--- src/rtl/ls_crc8_serial_pkg.sv ---
// Shared types and constants for the serial CRC engine family.
// No logic, no latency; no flow control of its own.
// Holds the FSM state enum, default CRC-8 polynomial and bit counter width.
package ls_crc_pkg;

    typedef enum logic [1:0] {
        IDLE = 2'd0,
        RUN  = 2'd1,
        DONE = 2'd2
    } crc_state_e;

    localparam logic [7:0] CRC8_POLY = 8'h07;
    localparam int         BIT_CNT_W = 16;

    // Saturating increment so long frames pin at all-ones instead of wrapping.
    function automatic logic [BIT_CNT_W-1:0] sat_inc(input logic [BIT_CNT_W-1:0] v);
        return (&v) ? v : v + BIT_CNT_W'(1);
    endfunction

endpackage

--- src/rtl/ls_crc8_serial_if.sv ---
// Handshake and result bundle between a bit source and the serial CRC engine.
// Pure wiring, zero latency.
// Source paces bits with din_valid; engine reports ready/busy/done (crc_ok with LS_CRC8_SERIAL_CHECK_EN).
interface ls_crc8_serial_if #(
    parameter int WIDTH = 8
) ();
    import ls_crc_pkg::*;

    logic                 start;
    logic                 din_valid;
    logic                 din;
    logic                 din_last;
    logic                 ready;
    logic                 busy;
    logic                 done;
    logic [WIDTH-1:0]     crc_out;
    logic [BIT_CNT_W-1:0] bit_count;
`ifdef LS_CRC8_SERIAL_CHECK_EN
    logic                 crc_ok;

    modport master (
        output start, din_valid, din, din_last,
        input  ready, busy, done, crc_out, bit_count, crc_ok
    );
    modport slave (
        input  start, din_valid, din, din_last,
        output ready, busy, done, crc_out, bit_count, crc_ok
    );
`else
    modport master (
        output start, din_valid, din, din_last,
        input  ready, busy, done, crc_out, bit_count
    );
    modport slave (
        input  start, din_valid, din, din_last,
        output ready, busy, done, crc_out, bit_count
    );
`endif
endinterface

--- src/rtl/ls_crc8_serial_step.sv ---
// One-bit CRC step: the XOR feedback network of an LFSR-style CRC register.
// Purely combinational, zero latency.
// No flow control; the caller decides when the result is registered.
module ls_crc_step #(
    parameter int WIDTH = 8
) (
    input  logic [WIDTH-1:0] crc,
    input  logic             din,
    input  logic [WIDTH-1:0] poly,
    output logic [WIDTH-1:0] crc_nxt
);
    logic fb;

    assign fb      = crc[WIDTH-1] ^ din;
    assign crc_nxt = {crc[WIDTH-2:0], 1'b0} ^ (poly & {WIDTH{fb}});

endmodule

--- src/rtl/ls_crc8_serial.sv ---
// Bit-serial CRC engine, MSB first; optional zero-residue flag under LS_CRC8_SERIAL_CHECK_EN.
// crc_out reflects a bit one cycle after its edge; done pulses the cycle after the din_last edge.
// One bit per cycle when din_valid; start wins over din_valid and aborts any frame in flight.
module ls_crc8_serial
    import ls_crc_pkg::*;
#(
    parameter int             WIDTH = 8,
    parameter logic [WIDTH-1:0] POLY  = CRC8_POLY,
    parameter logic [WIDTH-1:0] INIT  = '0
) (
    input  logic           clk,
    input  logic           rst,
    ls_crc8_serial_if.slave bus
);

    crc_state_e           state_q, state_d;
    logic [WIDTH-1:0]     crc_q, crc_d;
    logic [BIT_CNT_W-1:0] bit_count_q, bit_count_d;
    logic [WIDTH-1:0]     crc_step;
`ifdef LS_CRC8_SERIAL_CHECK_EN
    logic                 crc_ok_q, crc_ok_d;
`endif

    ls_crc_step #(.WIDTH(WIDTH)) u_step (
        .crc     (crc_q),
        .din     (bus.din),
        .poly    (POLY),
        .crc_nxt (crc_step)
    );

    always_comb begin
        state_d     = state_q;
        crc_d       = crc_q;
        bit_count_d = bit_count_q;
`ifdef LS_CRC8_SERIAL_CHECK_EN
        crc_ok_d    = crc_ok_q;
`endif
        if (bus.start) begin
            state_d     = RUN;
            crc_d       = INIT;
            bit_count_d = '0;
`ifdef LS_CRC8_SERIAL_CHECK_EN
            crc_ok_d    = 1'b0;
`endif
        end else begin
            unique case (state_q)
                IDLE: state_d = IDLE;
                RUN: begin
                    if (bus.din_valid) begin
                        crc_d       = crc_step;
                        bit_count_d = sat_inc(bit_count_q);
                        if (bus.din_last) begin
                            state_d = DONE;
`ifdef LS_CRC8_SERIAL_CHECK_EN
                            // Flag is judged on the value being registered, so it lines up with done.
                            crc_ok_d = (crc_step == '0);
`endif
                        end
                    end
                end
                DONE:    state_d = IDLE;
                default: state_d = IDLE;
            endcase
        end
    end

    always_ff @(posedge clk or posedge rst) begin
        if (rst) begin
            state_q     <= IDLE;
            crc_q       <= INIT;
            bit_count_q <= '0;
`ifdef LS_CRC8_SERIAL_CHECK_EN
            crc_ok_q    <= 1'b0;
`endif
        end else begin
            state_q     <= state_d;
            crc_q       <= crc_d;
            bit_count_q <= bit_count_d;
`ifdef LS_CRC8_SERIAL_CHECK_EN
            crc_ok_q    <= crc_ok_d;
`endif
        end
    end

    // Status flags come only from registered state.
    assign bus.ready     = (state_q == IDLE) || (state_q == DONE);
    assign bus.busy      = (state_q == RUN);
    assign bus.done      = (state_q == DONE);
    assign bus.crc_out   = crc_q;
    assign bus.bit_count = bit_count_q;
`ifdef LS_CRC8_SERIAL_CHECK_EN
    assign bus.crc_ok    = crc_ok_q;
`endif

endmodule
--- src/flat_wrapper.sv ---
// flat-port wrapper written by rule: the top's interface ports become plain ports
module ls_crc8_serial_flat import ls_crc_pkg::*;
#(
    parameter int             WIDTH = 8,
    parameter logic [WIDTH-1:0] POLY  = CRC8_POLY,
    parameter logic [WIDTH-1:0] INIT  = '0
)
  (clk, rst, bus_start, bus_din_valid, bus_din, bus_din_last, bus_ready, bus_busy, bus_done, bus_crc_out, bus_bit_count);
  ls_crc8_serial_if #(.WIDTH(WIDTH)) bus_i ();
  input  logic clk;
  input  logic rst;
  input wire logic [$bits(bus_i.start)-1:0] bus_start;
  input wire logic [$bits(bus_i.din_valid)-1:0] bus_din_valid;
  input wire logic [$bits(bus_i.din)-1:0] bus_din;
  input wire logic [$bits(bus_i.din_last)-1:0] bus_din_last;
  output wire logic [$bits(bus_i.ready)-1:0] bus_ready;
  output wire logic [$bits(bus_i.busy)-1:0] bus_busy;
  output wire logic [$bits(bus_i.done)-1:0] bus_done;
  output wire logic [$bits(bus_i.crc_out)-1:0] bus_crc_out;
  output wire logic [$bits(bus_i.bit_count)-1:0] bus_bit_count;
  assign bus_i.start = bus_start;
  assign bus_i.din_valid = bus_din_valid;
  assign bus_i.din = bus_din;
  assign bus_i.din_last = bus_din_last;
  assign bus_ready = bus_i.ready;
  assign bus_busy = bus_i.busy;
  assign bus_done = bus_i.done;
  assign bus_crc_out = bus_i.crc_out;
  assign bus_bit_count = bus_i.bit_count;
  ls_crc8_serial #(.WIDTH(WIDTH), .POLY(POLY), .INIT(INIT)) u_core (.clk(clk), .rst(rst), .bus(bus_i));
endmodule
--- config.mk ---
export PLATFORM = sky130hd
export DESIGN_NAME = ls_crc8_serial_flat
export DESIGN_NICKNAME = d
export VERILOG_FILES = /design/src/rtl/ls_crc8_serial_pkg.sv /design/src/rtl/ls_crc8_serial_if.sv /design/src/rtl/ls_crc8_serial_step.sv /design/src/rtl/ls_crc8_serial.sv /design/src/flat_wrapper.sv
export SDC_FILE = /design/constraint.sdc
export NUM_CORES = 1
export LEC_CHECK = 0
export ABC_AREA = 1
export ABC_CLOCK_PERIOD_IN_PS = 2900
export BUFFER_PORTS_ARGS = -buffer_cell sky130_fd_sc_hd__buf_2
export CAP_MARGIN = 20
export CORE_ASPECT_RATIO = 0.5
export CORE_MARGIN = 2
export CORE_UTILIZATION = 57
export DETAILED_ROUTE_END_ITERATION = 8
export HOLD_SLACK_MARGIN = 0.08
export PLACE_DENSITY = 0.83
export SYNTH_ARGS = -nofsm -noshare
export SYNTH_HDL_FRONTEND = slang
export SYNTH_SLANG_ARGS = --single-unit
--- constraint.sdc ---
create_clock -name clk -period 2.9 [get_ports clk]
set_clock_uncertainty 0.05 [all_clocks]
set_input_delay 0.145 -clock clk [delete_from_list [all_inputs] [get_ports clk]]
set_output_delay 0.145 -clock clk [all_outputs]
set_load 0.05 [all_outputs]
==> impl_metrics.yaml <==
critical_path:
  worstPathArrival_ps: 2110
  start_kind: "primary input"
  path_delay_family: "buffers and inverters"
  crit_path_max_fanout: 2
  criticalPathCategory: "primary input to flip-flop"
  critPathRequiredTime_ps: 3060
  cpPeakStageDelay_ps: 570
  slowest_stage: "dlygate4sd3_1"
  crit_path_frequent_cell: "dlygate4sd3_1"
  cp_num_buf_inv: 4
  cp-end-kind: "flip-flop"
  crit_chain: "dlygate4sd3_1 -> buf_2 -> nand2_1 -> dlygate4sd3_1 -> nor3_1 -> dlygate4sd3_1"
synth:
  netlist.area_leader.share: 0.431
  ys_warn_count: 0
  yosys.area.top_type: "dfrtp_1"
  yosys-top-cells-area: "dfrtp_1 (43%), nand2_1 (12%), inv_1 (5.7%)"
  synth-edff-count: 0
  async_reset_ff_frac: 1.00
  syn_area_um2: 1510
  yosysSeqAreaShare: 0.431
  synth.avg_cell_area_um2: 8.16
  ys_ff_latch: 26
  synth-main-ff-cell: "dfrtp_1"
  syn_inst: 185
  synthDistinctLibCells: 29
  synth_nets: 192
clock_network:
  cts_root_buf: "clkbuf_8"
  numCtsBuffers: 3
  clkSlewWorstSetupHoldPaths_ps: 90
  cts_tree: "built"
  clk_latency_ps: 270
  htree_levels: 1
  cts_sinks: 26
  cts_buffer_depth: 2
  cts_resized: 0
timing:
  post-route-worst-setup-slack_ps: 954
  max_clock_freq_mhz: 514
  rsz0062_at_grt: "false"
  max-slew-margin-rel: 0.686
  slew_violations: 0
  setup_viol: 0
  tns_ps: 0
  period_minus_slack_ps: 1950
  hold_viol: 0
  post-route-period-util: 0.671
  worst_slew_pin_slew_ps: 470
  hold_ws_ps: 101
flow_run:
  drv_cap: 0
floorplan:
  die_w_um: 76.8
  fp.dieH_um: 40.4
  num_rows: 13
  start_util: 0.591
  ios: 33
  core_area_um2: 2550
  die_area_um2: 3100
global_route:
  grt_overflow_total: 0
  grt_util_met2: 0.371
  antenna_found_initial: 0
  grt_most_used_layer: "met2"
  grt_max_degree: 27
  grtUsageMet3: 0.0495
  gr-usage-all-layers: 0.211
  grt_pass1_wl_mm: 4.94
  grt_pass1_vias: 1079
  met1_usage: 0.269
final_layout:
  n_fill_cell: 207
  stdcell_count: 260
  antenna_cells: 0
  nNetsFinal: 231
  layout-drive-gt1-share: 0.265
  seqCellArea_um2: 651
  area_delta_synth_final_pct: 20.3
  multi_input_area_um2: 731
place:
  port_buffers: 32
  hpwlAfterDp_mm: 2.31
  place.gp.congestion: 0.886
  place_inst: 251
  post-place-ws_ps: 1080
drt:
  drt-pass1-iter-count: 4
  drc: 0
  via_count: 1305
  via_per_inst: 5.02
  routed_wl_mm: 3.06
  drtIter0Drc: 94
  antenna_left: 0
  wl_per_cell_um: 11.8
power:
  ir_worst_vdd_mv: 0.368
  leakagePower_nw: 0.927
  powerDensity_nw_per_um2: 433
worst_hold_path:
  hp-class: "primary input to flip-flop"
run_status:
  outcome: "completed"
[cell usage in the layout (no fill, tap or decap), drive strengths merged]
cell         instances
xnor2                3
dfrtp               26
ha                   1
bufinv               1
dlygate4sd3          4
nand3               16
o211ai               1
inv                 24
or2                  1
a21oi                4
nand4                2
nor3                 2
clkbuf               3
nand2               53
nor2                17
o22ai                5
o21ai               21
o21bai               2
xor2                 4
buf                 33
[cell type report]
class,instances,area share
Sequential cell,26,0.358
Multi-Input combinational cell,132,0.402
Clock buffer,3,0.0227
Inverter,24,0.0496
Clock inverter,1,0.0165
Tap cell,37,0.0255
Timing Repair Buffer,37,0.125
[flip-flops by register name, indices dropped and copies added, names as in the netlist]
signal                flops
u_core.bus.crc_out        8
u_core.bus.bit_count     16
u_core.state_q            2
[path summary, 6_finish.rpt]
| check | from | endpoint | slack (ps) | cells after the start |
|---|---|---|---|---|
| hold / removal | bus_din_valid | u_core.state_q[0] | 100 | 4 |
| hold reg to reg | u_core.bus.bit_count[15] | u_core.bus.bit_count[15] | 490 | 2 |
| setup / recovery | bus_din_last | u_core.state_q[1] | 950 | 6 |
| max in group asynchronous | rst | u_core.bus.bit_count[2] | 2220 | 4 |
| setup reg to reg | u_core.bus.bit_count[0] | u_core.bus.bit_count[13] | 1060 | 9 |
| min in group asynchronous | rst | u_core.bus.crc_out[0] | 230 | 3 |
[report_power, final]
part           switching [mW]  internal [mW]
logic                  0.0789         0.0271
clock network           0.116          0.185
registers             0.00846          0.371
[synth_stat cells, types with 2 or more instances]
| master | number |
|---|---|
| a21oi_1 | 4 |
| dfrtp_1 | 26 |
| inv_1 | 23 |
| nand2_1 | 47 |
| nand2_2 | 4 |
| nand2_4 | 2 |
| nand3_1 | 15 |
| nand4_1 | 2 |
| nor2_1 | 13 |
| nor2_4 | 2 |
| o21ai_0 | 9 |
| o21ai_1 | 4 |
| o21ai_2 | 8 |
| o21bai_1 | 2 |
| o22ai_1 | 5 |
| xnor2_1 | 3 |
| xor2_1 | 4 |
[per-layer routing]
| layer | share of wire | wire length (um) | up-vias |
|---|---|---|---|
| li1 | - | - | 676 |
| met1 | 0.49 | 1520 | 587 |
| met2 | 0.44 | 1340 | 38 |
| met3 | 0.055 | 169 | 4 |
| met4 | 0.013 | 40 | 0 |
| met5 | 0 | 0 | - |
[worst min-delay path: stages]
cell and delay (ps):
buf_2 90, nand2_1 60, nand2_1 60, nand2_1 40
[cells by family after synthesis]
logic type,share of synthesized area
XOR/XNOR,0.0406
flip-flops,0.431
adder cells (fa/ha/maj),0.00828
buffers and inverters,0.0853
AO/OA/AOI/OAI,0.138
AND/OR/NAND/NOR,0.297
[what timing repair did]
| item | in CTS | in global routing |
|---|---|---|
| hold buffers | 4 | 0 |
| buffers inserted | 0 | 0 |
| hold endpoints to repair | 27 | 0 |
[through the flow]
step / area (um^2) / utilization / power [mW]
after global routing: 1820 / 0.711 / 0.817
after floorplan: 1510 / - / 0.467
after global placement: 1680 / 0.657 / 0.482
final: 1820 / 0.711 / 0.786
after CTS: 1790 / 0.701 / 0.790
after detailed placement: 1680 / 0.657 / 0.485
(Power assumes the default switching activity.)
